**src/rtl/seq_cmd_scheduler_pkg.sv**
```systemverilog
// Shared types for the sequencer command scheduler: descriptor layout and FSM states.
package seq_pkg;

    localparam int unsigned DATA_NUM_W = 9;
    localparam int unsigned REP_W      = 32;
    localparam int unsigned WAIT_W     = 32;
    localparam int unsigned DESC_W     = DATA_NUM_W + REP_W + WAIT_W;

    typedef struct packed {
        logic [DATA_NUM_W-1:0] data_num;
        logic [REP_W-1:0]      repetition;
        logic [WAIT_W-1:0]     wait_num;
    } desc_t;

    typedef enum logic [2:0] {
        StIdle,
        StLoad,
        StSkip,
        StKick,
        StArm,
        StRun,
        StFinish,
        StStopping
    } state_t;

endpackage

```
**src/rtl/seq_cmd_scheduler_if.sv**
```systemverilog
// Descriptor ingress handshake plus the sequencer control/status bundle.
interface seq_cmd_scheduler_if;

    logic [seq_pkg::DATA_NUM_W-1:0] cmd_data_num;
    logic [seq_pkg::REP_W-1:0]      cmd_repetition;
    logic [seq_pkg::WAIT_W-1:0]     cmd_wait_num;
    logic                           cmd_valid;
    logic                           cmd_ready;

    logic [seq_pkg::DATA_NUM_W-1:0] seq_data_num;
    logic [seq_pkg::REP_W-1:0]      seq_repetition;
    logic [seq_pkg::WAIT_W-1:0]     seq_wait_num;
    logic                           seq_kick;
    logic                           seq_stop;
    logic                           seq_busy;

    // The scheduler is the slave of the descriptor stream.
    modport slave (
        input  cmd_data_num, cmd_repetition, cmd_wait_num, cmd_valid, seq_busy,
        output cmd_ready, seq_data_num, seq_repetition, seq_wait_num, seq_kick, seq_stop
    );

    modport master (
        output cmd_data_num, cmd_repetition, cmd_wait_num, cmd_valid, seq_busy,
        input  cmd_ready, seq_data_num, seq_repetition, seq_wait_num, seq_kick, seq_stop
    );

endinterface

```
**src/rtl/seq_desc_fifo.sv**
```systemverilog
// Synchronous descriptor FIFO with first-word fall-through read and a flush that wins over push/pop.
module seq_desc_fifo
    import seq_pkg::*;
#(
    parameter int unsigned DEPTH = 8
) (
    input  logic                      clk,
    input  logic                      reset,
    input  logic                      push,
    input  logic [DESC_W-1:0]         wdata,
    input  logic                      pop,
    input  logic                      flush,
    output logic [DESC_W-1:0]         rdata,
    output logic [$clog2(DEPTH):0]    count,
    output logic                      full,
    output logic                      empty
);

    localparam int unsigned AW = $clog2(DEPTH);
    localparam int unsigned CW = AW + 1;

    logic [DESC_W-1:0] mem_q [DEPTH];
    logic [AW-1:0]     wptr_q, rptr_q;
    logic [CW-1:0]     count_q;
    logic              do_push, do_pop;

    assign full    = (count_q == CW'(DEPTH));
    assign empty   = (count_q == '0);
    assign do_push = push & ~full & ~flush;
    assign do_pop  = pop & ~empty & ~flush;
    assign rdata   = mem_q[rptr_q];
    assign count   = count_q;

    always_ff @(posedge clk) begin
        if (reset || flush) begin
            wptr_q  <= '0;
            rptr_q  <= '0;
            count_q <= '0;
        end else begin
            if (do_push) wptr_q <= wptr_q + AW'(1);
            if (do_pop)  rptr_q <= rptr_q + AW'(1);
            count_q <= count_q + CW'(do_push) - CW'(do_pop);
        end
    end

    always_ff @(posedge clk) begin
        if (do_push) mem_q[wptr_q] <= wdata;
    end

endmodule

```
**src/rtl/seq_cmd_scheduler.sv**
```systemverilog
// Queues playback descriptors and issues them to the waveform sequencer one after another,
// kicking each only once the previous segment's busy has risen and fallen (or timed out).
module seq_cmd_scheduler
    import seq_pkg::*;
#(
    parameter int unsigned DEPTH        = 8,
    parameter int unsigned BUSY_TIMEOUT = 4
) (
    input  logic                   clk,
    input  logic                   reset,
    seq_cmd_scheduler_if.slave     bus,
    input  logic                   abort,
    output logic [$clog2(DEPTH):0] queue_count,
    output logic                   active,
    output logic                   seg_done,
    output logic [31:0]            done_count
);

    localparam int unsigned TW = $clog2(BUSY_TIMEOUT + 1);

    state_t            state_q, state_d;
    logic [TW-1:0]     tmo_q, tmo_d;
    desc_t             head, seg_q;
    logic [DESC_W-1:0] head_bits;
    logic              push, pop, fifo_full, fifo_empty;
    logic              stop_d, stop_q;
    logic [31:0]       done_count_q;

    assign bus.cmd_ready = ~fifo_full & ~abort & (state_q != StStopping);
    assign push          = bus.cmd_valid & bus.cmd_ready;
    assign head          = desc_t'(head_bits);

    seq_desc_fifo #(
        .DEPTH (DEPTH)
    ) u_fifo (
        .clk   (clk),
        .reset (reset),
        .push  (push),
        .wdata ({bus.cmd_data_num, bus.cmd_repetition, bus.cmd_wait_num}),
        .pop   (pop),
        .flush (abort),
        .rdata (head_bits),
        .count (queue_count),
        .full  (fifo_full),
        .empty (fifo_empty)
    );

    always_comb begin
        state_d = state_q;
        tmo_d   = tmo_q;
        pop     = 1'b0;
        stop_d  = 1'b0;
        unique case (state_q)
            // A busy sequencer started elsewhere must drain before we kick it.
            StIdle: begin
                if (!abort && !fifo_empty && !bus.seq_busy) begin
                    pop     = 1'b1;
                    state_d = StLoad;
                end
            end
            StLoad: begin
                if (seg_q.data_num == '0 || seg_q.repetition == '0) state_d = StSkip;
                else                                                state_d = StKick;
            end
            StSkip: state_d = StIdle;
            StKick: begin
                tmo_d   = '0;
                state_d = StArm;
            end
            StArm: begin
                if (bus.seq_busy)                          state_d = StRun;
                else if (tmo_q == TW'(BUSY_TIMEOUT - 1))   state_d = StFinish;
                else                                       tmo_d   = tmo_q + TW'(1);
            end
            StRun: begin
                if (!bus.seq_busy) state_d = StFinish;
            end
            StFinish: state_d = StIdle;
            StStopping: begin
                if (!bus.seq_busy) state_d = StIdle;
            end
        endcase

        if (abort) begin
            if (state_q == StKick || state_q == StArm || state_q == StRun) begin
                state_d = StStopping;
                stop_d  = 1'b1;
            end else if (state_q != StStopping) begin
                state_d = StIdle;
            end
        end
    end

    always_ff @(posedge clk) begin
        if (reset) begin
            state_q      <= StIdle;
            tmo_q        <= '0;
            seg_q        <= '0;
            stop_q       <= 1'b0;
            done_count_q <= '0;
        end else begin
            state_q <= state_d;
            tmo_q   <= tmo_d;
            stop_q  <= stop_d;
            if (pop) seg_q <= head;
            if (state_q == StSkip || state_q == StFinish) done_count_q <= done_count_q + 32'd1;
        end
    end

    assign bus.seq_data_num   = seg_q.data_num;
    assign bus.seq_repetition = seg_q.repetition;
    assign bus.seq_wait_num   = seg_q.wait_num;
    assign bus.seq_kick       = (state_q == StKick);
    assign bus.seq_stop       = stop_q;
    assign active             = (state_q == StKick) || (state_q == StArm) || (state_q == StRun);
    assign seg_done           = (state_q == StSkip) || (state_q == StFinish);
    assign done_count         = done_count_q;

endmodule

```
**src/flat_wrapper.sv**
```systemverilog
// flat-port wrapper written by rule: the top's interface ports become plain ports
module seq_cmd_scheduler_flat import seq_pkg::*;
#(
    parameter int unsigned DEPTH        = 8,
    parameter int unsigned BUSY_TIMEOUT = 4
)
  (clk, reset, abort, queue_count, active, seg_done, done_count, bus_cmd_data_num, bus_cmd_repetition, bus_cmd_wait_num, bus_cmd_valid, bus_seq_busy, bus_cmd_ready, bus_seq_data_num, bus_seq_repetition, bus_seq_wait_num, bus_seq_kick, bus_seq_stop);
  seq_cmd_scheduler_if bus_i ();
  input  logic clk;
  input  logic reset;
  input  logic abort;
  output logic [$clog2(DEPTH):0] queue_count;
  output logic active;
  output logic seg_done;
  output logic [31:0] done_count;
  input wire logic [$bits(bus_i.cmd_data_num)-1:0] bus_cmd_data_num;
  input wire logic [$bits(bus_i.cmd_repetition)-1:0] bus_cmd_repetition;
  input wire logic [$bits(bus_i.cmd_wait_num)-1:0] bus_cmd_wait_num;
  input wire logic [$bits(bus_i.cmd_valid)-1:0] bus_cmd_valid;
  input wire logic [$bits(bus_i.seq_busy)-1:0] bus_seq_busy;
  output wire logic [$bits(bus_i.cmd_ready)-1:0] bus_cmd_ready;
  output wire logic [$bits(bus_i.seq_data_num)-1:0] bus_seq_data_num;
  output wire logic [$bits(bus_i.seq_repetition)-1:0] bus_seq_repetition;
  output wire logic [$bits(bus_i.seq_wait_num)-1:0] bus_seq_wait_num;
  output wire logic [$bits(bus_i.seq_kick)-1:0] bus_seq_kick;
  output wire logic [$bits(bus_i.seq_stop)-1:0] bus_seq_stop;
  assign bus_i.cmd_data_num = bus_cmd_data_num;
  assign bus_i.cmd_repetition = bus_cmd_repetition;
  assign bus_i.cmd_wait_num = bus_cmd_wait_num;
  assign bus_i.cmd_valid = bus_cmd_valid;
  assign bus_i.seq_busy = bus_seq_busy;
  assign bus_cmd_ready = bus_i.cmd_ready;
  assign bus_seq_data_num = bus_i.seq_data_num;
  assign bus_seq_repetition = bus_i.seq_repetition;
  assign bus_seq_wait_num = bus_i.seq_wait_num;
  assign bus_seq_kick = bus_i.seq_kick;
  assign bus_seq_stop = bus_i.seq_stop;
  seq_cmd_scheduler #(.DEPTH(DEPTH), .BUSY_TIMEOUT(BUSY_TIMEOUT)) u_core (.clk(clk), .reset(reset), .bus(bus_i), .abort(abort), .queue_count(queue_count), .active(active), .seg_done(seg_done), .done_count(done_count));
endmodule
```
**config.mk**
```make
export PLATFORM = sky130hd
export DESIGN_NAME = seq_cmd_scheduler_flat
export DESIGN_NICKNAME = d
export VERILOG_FILES = /design/src/rtl/seq_cmd_scheduler_pkg.sv /design/src/rtl/seq_cmd_scheduler_if.sv /design/src/rtl/seq_desc_fifo.sv /design/src/rtl/seq_cmd_scheduler.sv /design/src/flat_wrapper.sv
export SDC_FILE = /design/constraint.sdc
export NUM_CORES = 1
export LEC_CHECK = 0
export ABC_AREA = 1
export BUFFER_PORTS_ARGS = -buffer_cell sky130_fd_sc_hd__buf_2
export CORE_AREA = 4 4 267 269
export CTS_CLUSTER_SIZE = 16
export DETAILED_ROUTE_END_ITERATION = 10
export DIE_AREA = 0 0 271 273
export GPL_TIMING_DRIVEN = 0
export PLACE_DENSITY = 0.71
export SYNTH_ARGS = -nofsm -noshare
export SYNTH_HDL_FRONTEND = slang
export SYNTH_HIERARCHICAL = 1
export SYNTH_SLANG_ARGS = --single-unit
```
**constraint.sdc**
```tcl
create_clock -name clk -period 5.1 [get_ports clk]
set_input_delay 0.255 -clock clk [delete_from_list [all_inputs] [get_ports clk]]
set_output_delay 0.255 -clock clk [all_outputs]
set_load 0.005 [all_outputs]
```
======== Word-level counts from Yosys, hierarchy flattened ========
Memory sizes are Yosys's and may differ from the RTL's. A register that Yosys moved wholly into a read port is not among the register bits.
Cells that the tools add are included.
storage, ports and cells
  bits in writable memories ............... 584
  input port bits ......................... 78
  bits in registers ....................... 49
  output and inout bits ................... 114
  word-level logic and storage cells ...... 72
  memories kept ........................... 1
memories
  name                 depth  bits a word  read ports  clocked after memory_dff  write ports  RTL line             text
  u_core.u_fifo.mem_q  8      73           1           1                         1            seq_desc_fifo.sv:22  logic [DESC_W-1:0] mem_q [DEPTH];
cells by class
  add/sub/neg operators ................... 6
  bitwise gates (word level) .............. 10
  mux-type cells .......................... 18
  equality and inequality tests ........... 12
  reductions and logical operators ........ 18
operator list
  cell                   count
  $add 32x1->32 const B  1
  $logic_not 32->1       1
  $mux 3                 10
  $pmux 3 s7             1
  $eq 3x3->1 const B     4
  $add 3x1->3 const B    3
  $eq 3x2->1 const B     3
  $logic_not 9->1        1
  $and 1x1->1            7
  $mux 1                 6
  $pmux 3 s2             1
  $logic_or 1x1->1       5
  $add 4x1->4            1
  $eq 4x4->1 const B     1
  $logic_not 4->1        1
  $ne 2x2->1 const B     2
  $reduce_or 2->1        2
  $sub 4x1->4            1
  $eq 3x1->1 const B     1
  $logic_not 1->1        3
  $logic_not 3->1        1
  $ne 3x3->1 const B     1
  $not 1->1              3
  $reduce_and 3->1       1
  other kinds (2)        3

======== Depth between registers and ports, before layout ========
Gate-level depths: netlist (run 1).
  depth in word-level cells ............... 9
  depth in mapped cells ................... 17
  depth with buffers taken out ............ 16

======== Cells and area by module ========
Netlist (run 1), hierarchy kept.
modules (own cells, without submodules)
  module             seq. area each (um2)  times used  area each (um2)  cells each
  seq_desc_fifo      17,797.1              1           23,912.9         2,043
  seq_cmd_scheduler  2,242.2               1           4,720.8          664

======== Worst setup path before layout (run 1) ========
No wires, ideal clock.
  kind .................................... reg-to-reg
  start point ............................. register u_core.u_fifo.count_q[2], in the netlist u_core/u_fifo/count[2]
  end point ............................... memory u_core/u_fifo/mem_q[1][0] (netlist bit) (enable)
  data arrival time ....................... 4.513 ns
  required time ........................... 4.595 ns
  setup slack ............................. 0.082 ns
  cell stages (with the launch flop) ...... 12
  clock period less this slack ............ 5.018 ns
  library setup time ...................... 0.505 ns
  buffers on the path ..................... 0
  path through ............................ dfxtp_1 -> inv_1 -> ha_1 -> nand2_1 -> inv_1 -> nor2_1 -> nand2_1 -> nor2_1 -> nand3_1 -> nor2_1 -> inv_2 -> nor2_1
between the ends
  longest elaborated chain between the ends .. 9
ends and longest elaborated chain
  element                       RTL line                 text
  from (decl)                   seq_desc_fifo.sv:24      logic [CW-1:0] count_q;
  from (signal assigned)        seq_desc_fifo.sv:42      count_q <= count_q + CW'(do_push) - CW'(do_pop);
  $eq 4x4->1                    seq_desc_fifo.sv:27      assign full = (count_q == CW'(DEPTH));
  net u_core.fifo_full          seq_cmd_scheduler.sv:25  logic push, pop, fifo_full, fifo_empty;
  $not 1->1                     seq_cmd_scheduler.sv:29  assign bus.cmd_ready = ~fifo_full & ~abort & (state_q != StStopping);
  $and 1x1->1 (2 in series)     seq_cmd_scheduler.sv:29
  $and 1x1->1                   seq_cmd_scheduler.sv:30  assign push = bus.cmd_valid & bus.cmd_ready;
  net u_core.push               seq_cmd_scheduler.sv:25
  $and 1x1->1 (2 in series)     seq_desc_fifo.sv:29      assign do_push = push & ~full & ~flush;
  $mux 1                        seq_desc_fifo.sv:47      if (do_push) mem_q[wptr_q] <= wdata;
  $mux 1 (implied by the code)  seq_desc_fifo.sv:47
  to (decl)                     seq_desc_fifo.sv:22
The timed path passes the listed nets, and every way through them passes these cells.

======== Worst setup path after layout (run 1) ========
  start point ............................. register u_core.u_fifo.count_q[2], in the netlist u_core/u_fifo/count[2]
  end point ............................... register u_core.u_fifo.count_q[2], in the netlist u_core/u_fifo/count[2]
between the ends
  longest elaborated chain between the ends .. 9
  elaborated cells on any way between the ends .. 18
  classes of those cells .................. add/sub (2); eq/ne (1); mux (2); bitwise (9); reduce/logical (4)
ends and longest elaborated chain
  element                          RTL line                 text
  $logic_not 4->1                  seq_desc_fifo.sv:28      assign empty = (count_q == '0);
  net u_core.fifo_empty            seq_cmd_scheduler.sv:25
  $logic_not 1->1                  seq_cmd_scheduler.sv:56  if (!abort && !fifo_empty && !bus.seq_busy) begin
  $logic_and 1x1->1 (2 in series)  seq_cmd_scheduler.sv:56
  $mux 1                           seq_cmd_scheduler.sv:56
  $mux 1                           seq_cmd_scheduler.sv:53  unique case (state_q)
  net u_core.pop                   seq_cmd_scheduler.sv:25
  $and 1x1->1 (2 in series)        seq_desc_fifo.sv:30      assign do_pop = pop & ~empty & ~flush;
  $sub 4x1->4                      seq_desc_fifo.sv:42
The timed path passes the listed nets, and every way through them passes these cells.
A chain may end at the register's enable or synchronous reset.

==> results of run 1 <==
[critical path, cell delays in order (launching register included)]
cell and delay (ns):
dfxtp_1 0.33, inv_1 0.07, ha_1 0.19, nand2_1 0.15
inv_1 0.09, nor3_1 0.17, nand2_1 0.38, inv_2 0.33
buf_2 0.33, nand2_1 0.13, inv_1 0.09, nand3_1 0.11
o21ai_0 0.10, ha_1 0.19, inv_1 0.06, fa_1 0.40
xor2_1 0.15, nor2_1 0.08
[through the flow]
step / power (W) / worst slack, ns / hold slack [ns] / utilization [%]
6_report: 0.0120 / 1.65 / 0.0455 / 50.3
5_1_grt: 0.0123 / 1.27 / 0.0657 / 50.3
4_1_cts: 0.0121 / 1.64 / 0.00980 / 50.2
3_5_place_dp: 0.00664 / 1.65 / 0.453 / 45.6
3_3_place_gp: 0.00663 / -2.87 / 0.450 / 44.8
2_1_floorplan: 0.00650 / 0.0820 / 0.354 / -
[state kept, by name, indices dropped and copies added (netlist names), named ones only]
register	cells
u_core/state_q	3
u_core/tmo_q	3
u_core/u_fifo/count	4
u_core/bus.seq_data_num	9
u_core/bus.seq_wait_num	32
u_core/bus.seq_stop	1
u_core/done_count	32
u_core/u_fifo/rptr_q	3
u_core/u_fifo/wptr_q	3
u_core/u_fifo/mem_q	584
u_core/bus.seq_repetition	32
[worst paths after layout]
check                         startpoint                     endpoint  cells past startpoint
max               u_core/u_fifo/count[2]       u_core/u_fifo/count[2]                     17
min reg2reg  u_core/bus.seq_wait_num[22]  u_core/bus.seq_wait_num[22]                      2
min                                reset      u_core/u_fifo/wptr_q[1]                      4
max reg2reg       u_core/u_fifo/count[2]       u_core/u_fifo/count[2]                     17
[area by class of cell]
class                           instances  area, µm²  share of cell area, %
Antenna cell                            5       12.5                 0.0363
Clock buffer                          101       2090                   6.05
Tap cell                              931       1160                   3.38
Multi-Input combinational cell       1761       7530                   21.8
Buffer                                139        756                   2.19
Clock inverter                         31        382                   1.11
Timing Repair Buffer                  285       2140                   6.20
Inverter                               98        370                   1.07
Sequential cell                       709      20000                   58.1
[timing repair]
action / CTS / global route
buffers inserted: 0 / 0
hold buffers: 73 / 0
endpoints found under the hold margin: 584 / 0
[layer usage]
metal | vias to the layer above | track usage, % | share of wire (%)
met5 | - | 0 | 0.033
met4 | 4 | 8.03 | 3.6
met3 | 150 | 4.20 | 9.7
met2 | 995 | 34.2 | 47
met1 | 9871 | 26.9 | 39
li1 | 9829 | - | -
[logic make-up (layout without fill, tap and decap cells)]
family / count (synthesis) / count (layout) / share of synthesized area, %
and+or+nand+nor: 1318 / 1318 / 17.9
adders and majority gates: 11 / 11 / 0.507
AOI/OAI and AO/OA: 427 / 427 / 7.52
DFF: 709 / 709 / 70.0
xor gates and xnor gates: 5 / 5 / 0.153
other: 0 / 5 / 0
buffers and inverters: 237 / 654 / 3.93
[power by group through the flow]
stage | logic, W | registers [W] | clock network (W)
2_1_floorplan | 0.0000730 | 0.00642 | 0
4_1_cts | 0.000270 | 0.00630 | 0.00551
3_3_place_gp | 0.000207 | 0.00642 | 0
5_1_grt | 0.000297 | 0.00630 | 0.00576
3_5_place_dp | 0.000220 | 0.00642 | 0
6_report | 0.000271 | 0.00630 | 0.00543
[layout by cell type, fill, tap and decap left out, types with 6 or more instances in the layout]
| master | synthesis | routed |
|---|---|---|
| inv_1 | 92 | 92 |
| dlygate4sd3_1 | 0 | 73 |
| nor3_1 | 6 | 6 |
| buf_12 | 0 | 17 |
| nand3_1 | 39 | 39 |
| buf_6 | 22 | 22 |
| nor2_4 | 4 | 12 |
| a21oi_1 | 92 | 92 |
| edfxtp_1 | 584 | 584 |
| o21ai_0 | 176 | 176 |
| nor2_1 | 249 | 241 |
| buf_1 | 12 | 12 |
| clkbuf_16 | 0 | 76 |
| nand4_1 | 13 | 13 |
| ha_1 | 10 | 10 |
| clkinv_1 | 0 | 6 |
| buf_2 | 40 | 231 |
| clkinvlp_4 | 0 | 6 |
| clkinv_2 | 0 | 8 |
| bufinv_16 | 0 | 8 |
| clkbuf_8 | 0 | 9 |
| nand2_1 | 999 | 999 |
| dfxtp_1 | 125 | 125 |
| o21ai_1 | 153 | 153 |
| clkbuf_1 | 60 | 76 |
==> reports/summary.md, run 1 <==
The achievable clock frequency is 290 MHz, and the fill cell total of the finished layout is 5,844. Startpoint kind of the worst setup timing path: a register. The number of design rule violations left after detail routing was 0.

After synthesis, the cell types taking the most area are edfxtp_1, nand2_1, dfxtp_1. In the synthesized netlist the async set-or-reset flop fraction comes to 0%. On the final layout, the worst clock skew is 0.0211 ns.

The clock network is responsible for 45.3% of the overall power. The share of total power dissipated in sequential elements is 52.5%. After routing the design area is 0.0345 mm². In this run the power spent charging and discharging nets is 0.00235 W. The final layout contains 3,155 nets.

After detailed placement, the total cell area comes to 0.0313 mm². Buffers inserted during clock tree synthesis total 72. The top cell type's share of synthesized area works out to 61.2%. The dominant synthesized flop cell is edfxtp_1. The class of the most critical hold timing path is primary input to register. In the final layout, the share of cells above drive strength 1 is 13.2%.

Entering global routing, the biggest net connects 30 pins. The total instance count after detailed placement came out at 3,850. The area of the core is 0.0686 mm², and the placer's final routability congestion estimate is 0.809.

For the finished layout, the period the worst path requires is 3.45 ns. Max-cap violations in this run came to 0. The final layout contains routed wiring with a total length of 78,300 µm. Number of failing hold endpoints at the final stage: 0. The starting density of the core was 41.7%. Summed over all layers, the global routing overflow is 0.

Yosys instantiated no cell more often than nand2_1. The via count of the first global-routing pass came out at 19,812. The synthesized design spends more area on one cell type than any other, namely edfxtp_1. The count of pins on the block boundary was 192. The worst pin sits at a relative slew slack of 34.9%. After detailed routing, the average wire length per cell comes to 19.3 µm. From bottom edge to top edge, the die measures 273 µm. For the first-pass detailed-route iteration total, the log shows 9. The critical path class is register to register.

The run gives 2,707 as the synthesized instance count. Of the total power, combinational logic draws 2.3%. The analysis attributes to cell leakage a power of 13.0 nW. A synthesized cell averages 10.6 µm². The share of the Yosys chip area taken by registers is 70.0%. The worst setup path is captured at a register. The die covers 0.0740 mm². The routed layout has 20,849 vias. TritonCTS built the clock tree. The internal power was 0.00965 W; the via count normalized by instance count was 5.14. The number of max-slew violations in the final report was 0. The power density over cell area works out to 348 mW/mm².

The count of state elements after synthesis is 709. The number of flops mapped to enable cells by yosys was 584. The commonest cells after synthesis are nand2_1, edfxtp_1, nor2_1.

The run finished with clean final reports. Critical path data required time: 5.64 ns. Across every metal layer, demand over resource in global routing totals 20.7%. The count of final setup violators was 0.

The first global-routing pass estimated 117,000 µm of wire. The clock drives 709 sinks. In this run the deepest clock path goes through 3 buffers. In this run the core area contains 96 standard-cell rows.

In this run the register-to-register setup slack is 1.65 ns. The x dimension of the die is 271 µm, and the HPWL reported at the end of detailed placement is 51,600 µm. Clock-pin slew was measured on the worst setup and hold paths at 0.06 ns.

The clock tree synthesis step divided the H-tree into 3 levels. The Yosys step of the flow raised 6 warnings. Setup repair after global routing left no endpoint under its margin.

The largest fanout on the critical path is 13. The number of port buffers came out at 191. The run gives 0 as the number of gates given a new drive strength after cts. Across the VDD grid, the largest voltage drop is 188 µV. The number of nets with antenna violations after routing was 0. Summing every instance area after synthesis gives 0.0286 mm².

The fraction of power spent switching nets works out to 19.5%. The run gives 6 as the initial antenna violation count. After routing, the total negative slack on setup checks comes to 0 ns.

The area growth from synthesis to layout is 20.4%. For the worst-skew pair, the clock arrives at the later sink with an insertion delay of 0.61 ns. At the worst endpoint, the arrival time is 3.99 ns. The final cell count without fillers is 4,060. The clock root buffer was clkbuf_16. The logs give 2,796 for the net count after synthesis and 32 for the number of distinct library cells after synthesis. Of the available clock period, the critical path in the final layout requires 67.6%. For the pin with the worst max-slew slack, the measured transition is 0.976 ns.

The first routing iteration left 2,294 violations.
No activity file was read; power rests on OpenSTA's default activity.
==> inputs of run 2 (changes only) <==
Settings changed: ABC_AREA 1 to 0, CORE_AREA 4 4 267 269 to 4 4 263 265, DIE_AREA 0 0 271 273 to 0 0 267 269.
Clock period 5.1 ns to 3 ns, I/O delays scaled along.
==> run 2 against run 1 <==
The flow now finishes with violations (negative setup slack). Non-clock buffer count rose by 6. Clock skew rose by 0.0037 ns. Critical path depth fell by 3. Synthesized cell count fell by 45%. Critical path type unchanged. Largest cell class unchanged.
==> reports/summary.md, run 2 <==
The portion of the clock cycle consumed by the worst path in the final layout came out at 105% (was 67.6%). The critical path data required time is 3.52 ns (was 5.64 ns). The tools report the first-pass detailed-route iteration total as 5 (was 9). Cell types with the largest area share after synthesis: edfxtp_1, mux4_1, dfxtp_1 (was edfxtp_1, nand2_1, dfxtp_1).

The die height was 269 µm (was 273 µm); the final worst slack was -0.142 ns (was 1.65 ns). Fraction of the mapped netlist area in compound gates: 2.80% (was 7.52%). The run gives 4380 µm (was 7560 µm) as the length of routed met3 wiring. The run gives 358 µV (was 188 µV) as the worst voltage drop across the vdd grid. The growth of design area from synthesis to finish was 23.7% (was 20.4%). The area of the core came out at 0.0668 mm² (was 0.0686 mm²). The worst-case register-to-register setup slack came out at -0.14 ns (was 1.65 ns). The tools report the net count after synthesis as 1,585 (was 2,796). The run gives 8 (was 6) as the initial antenna violation count. Dominant cell by count in the synthesized netlist: edfxtp_1 (was nand2_1). The run gives 1,496 (was 2,707) as the synthesized instance count. Cell breakdown of the critical path: inv_1, ha_4, or3b_4, inv_4, or4_4, or3_4, inv_4, o211ai_1, buf_4, or2_4, ha_4, a21o_1, a21oi_2, mux2i_1 (was inv_1, ha_1, nand2_1, inv_1, nor3_1, nand2_1, inv_2, buf_2, nand2_1, inv_1, nand3_1, o21ai_0, ha_1, inv_1, fa_1, xor2_1, nor2_1). The most frequent standard cell in the layout excluding fill and tap cells was edfxtp_1 (was nand2_1). The average detailed-routed wire length per instance was 23.2 µm (was 19.3 µm). The leakage dissipation is 11.6 nW (was 13.0 nW).

The run gives 2,007 (was 3,155) as the number of nets in the final layout. The combinational family with the most area after synthesis was multiplexers (was simple AND/OR/NAND/NOR gates). The logs give 26 (was 30) for the maximum number of pins on one net before global-route repair and 0 (unchanged) for the number of maximum-capacitance violations. Number of max-slew violations in the final report: 0 (unchanged). The top cell type's share of synthesized area came out at 63.1% (was 61.2%). Synth cell count leaders: edfxtp_1, nand2_1, dfxtp_1 (was nand2_1, edfxtp_1, nor2_1). The largest fanout on the critical path is 4 (was 13), and the final period demand of the worst path is 3.14 ns (was 3.45 ns). The delay contributed by the slowest stage of the critical path came out at 0.50 ns (was 0.40 ns). The class of the most critical hold timing path is primary input to register (unchanged).

The number of nets with antenna violations after routing came out at 0 (unchanged). Clock root buffer: clkbuf_16 (unchanged). The pin slew with the least headroom to its limit came out at 1.13 ns (was 0.976 ns).

For the via count of the first global-routing pass, the log shows 15,698 (was 19,812). For the number of distinct library cells after synthesis, the log shows 53 (was 32). Post-detailed-routing wire length: 66,300 µm (was 78,300 µm).

The area taken by multi-input logic gates is 0.00719 mm² (was 0.00753 mm²), and the count of state elements after synthesis is 709 (unchanged). The portion of netlist area occupied by mux cells is 16.5% (was 0%). The cell with the biggest individual delay on the critical path is or4_4 (was fa_1). The flip-flop count of the largest register after layout was 584 (unchanged). The worst relative slew slack was 24.9% (was 34.9%). The maximum number of buffers from clock root to sink is 3 (unchanged). The fraction of registers with async set/reset came out at 0% (unchanged). The average cell area after synthesis is 18.6 µm² (was 10.6 µm²), and the fraction of synthesized cell area in xor and xnor cells is 0.378% (was 0.153%). The logs give 33,200 µm (was 37,100 µm) for the routed length on met2 and 318 MHz (was 290 MHz) for the achievable clock frequency. The data arrival time of the worst path was 3.66 ns (was 3.99 ns). The length of routed wiring on met1 is 27,500 µm (was 30,800 µm), and the insertion delay of the later-clocked pin in the worst-skew pair is 0.61 ns (about the same).

The number of buffers and inverters on the critical path was 4 (was 6); the number of flops mapped to enable cells by yosys was 584 (unchanged). Highest signal layer in the routed design: met5 (unchanged). The startpoint kind of the worst setup timing path was a register (unchanged). The most flop-heavy register was u_core/u_fifo/mem_q (unchanged). The logs give 0 (unchanged) for the total overflow reported by the global router and 0.0248 ns (was 0.0211 ns) for the setup clock skew after layout. The tools report the count of pins on the block boundary as 192 (unchanged). Starting density of the core: 41.6% (was 41.7%).

The final reports fail on negative setup slack. The dominant synthesized flop cell was edfxtp_1 (unchanged). The via count normalized by instance count came out at 5.41 (was 5.14). The run finished, with violations left. For the post-synthesis sequential area ratio, the log shows 72.1% (was 70.0%). The run gives 1,204 (was 2,294) as the DRC violation total after the first TritonRoute iteration. Fraction of the mapped netlist area in simple logic gates: 5.13% (was 17.9%). The count of clock tree sinks is 709 (unchanged), and the wire length of the first global-routing pass is 97,200 µm (was 117,000 µm). The number of buffers inserted during clock tree synthesis was 71 (was 72). The tools report the number of design rule violations left after detail routing as 0 (unchanged).

The placer's final routability congestion estimate came out at 0.799 (was 0.809). The cell type group with the largest total delay on the critical path is simple AND/OR/NAND/NOR gates (unchanged). Setup repair after global routing could not meet its margin everywhere. The total global-route track usage was 18.0% (was 20.7%); the x dimension of the die was 267 µm (was 271 µm). Total die area: 0.0718 mm² (was 0.0740 mm²).

The post-synthesis instance area is 0.0278 mm² (was 0.0286 mm²), and the power density over cell area is 579 mW/mm² (was 348 mW/mm²). The logs give 15,441 (was 20,849) for the number of vias in the routed layout and 0.343 ns (was 0.0455 ns) for the hold slack. Critical path class: register to register (unchanged). TritonCTS built the clock tree.

The number of warnings printed during yosys synthesis was 6 (unchanged); the flip-flop and latch area was 0.0200 mm² (about the same). The tools report the setup total negative slack as -0.300 ns (was 0 ns). For the number of failing hold endpoints at the final stage, the log shows 0 (unchanged). The tools report the capturing element type of the critical path as a register (unchanged). The tools report the fill cell total of the finished layout as 5,294 (was 5,844). Number of port buffers: 191 (unchanged). For the number of levels the H-tree was split into, the log shows 3 (unchanged). Top library cells by usage in the layout, fill and taps aside: edfxtp_1, buf_2, nand2_1 (was nand2_1, edfxtp_1, nor2_1). For the HPWL reported at the end of detailed placement, the log shows 42,200 µm (was 51,600 µm). The register clock-pin slew on the reported worst setup and hold paths works out to 0.06 ns (about the same). The largest area contributor in the synthesized netlist was edfxtp_1 (unchanged). Placement row count: 95 (was 96). The run gives 3 (was 0) as the count of final setup violators. The layout cell share with drive strength beyond 1 was 29.6% (was 13.2%). The area share of fa/ha/maj cells after synthesis was 0.522% (was 0.507%).
==> run 2: repair_timing <==
action / 4_1_cts / 5_1_grt
gates cloned: 0 / 3
setup endpoints to repair: 395 / 156
gates resized for setup: 15 / 11
buffers inserted: 18 / 30
hold buffers: 77 / 0
pin swaps: 14 / 13
hold endpoints to repair: 590 / 0
==> run 2: where the power goes <==
| group | internal [W] | switching, W |
|---|---|---|
| sequential | 0.0107 | 0.0000139 |
| clock | 0.00503 | 0.00371 |
| combinational | 0.000221 | 0.000264 |
==> run 2: worst register-to-register path: stages (launching register included) <==
cell and delay, ns:
dfxtp_2 0.32, inv_1 0.06, ha_4 0.15, or3b_4 0.25, inv_4 0.03, or4_4 0.50, or3_4 0.42, inv_4 0.10
o211ai_1 0.12, buf_4 0.16, or2_4 0.23, ha_4 0.21, a21o_1 0.18, a21oi_2 0.14, mux2i_1 0.18
==> run 2: metal layers <==
layer	up-vias	global-route usage [%]
li1	6895	-
met1	7942	23.5
met2	510	30.6
met3	88	4.32
met4	6	4.77
met5	-	0
==> run 2: area by class of cell <==
cell class | instances | area share (%)
Timing Repair Buffer | 350 | 8.76
Multi-Input combinational cell | 688 | 20.9
Inverter | 18 | 0.240
Antenna cell | 5 | 0.0364
Clock inverter | 47 | 1.28
Tap cell | 873 | 3.18
Buffer | 80 | 1.85
Clock buffer | 84 | 5.44
Sequential cell | 709 | 58.3
==> run 2: path summary, 6_finish.rpt <==
kind | start | to | depth (start not counted)
setup / recovery | u_core/u_fifo/count[3] | u_core/u_fifo/count[3] | 14
hold reg to reg | u_core/bus.seq_wait_num[11] | u_core/bus.seq_wait_num[11] | 2
setup reg to reg | u_core/u_fifo/count[3] | u_core/u_fifo/count[3] | 14
hold / removal | bus_cmd_repetition[30] | u_core/u_fifo/mem_q[3][62] | 2
==> run 2: per-stage QoR <==
| stage | util, % | std cells | area [µm²] | worst slack [ns] | total power [W] |
|---|---|---|---|---|---|
| floorplan | - | 1496 | 27900 | -1.11 | 0.0110 |
| global placement | 44.8 | 2560 | 29900 | -3.17 | 0.0112 |
| detailed placement | 45.9 | 2591 | 30700 | -0.815 | 0.0113 |
| CTS | 50.9 | 2817 | 34000 | -0.150 | 0.0201 |
| global route | 51.4 | 2851 | 34400 | -0.252 | 0.0205 |
| finish | 51.5 | 2854 | 34400 | -0.142 | 0.0199 |
==> run 2: cells by family (layout without fill, tap and decap cells) <==
| kind of cell | after synthesis | after routing |
|---|---|---|
| compound gates | 143 | 143 |
| simple gates | 296 | 296 |
| xor+xnor | 12 | 12 |
| mux | 226 | 226 |
| fa+ha+maj | 11 | 11 |
| buf+inv | 99 | 579 |
| flops | 709 | 709 |
| other cells | 0 | 5 |
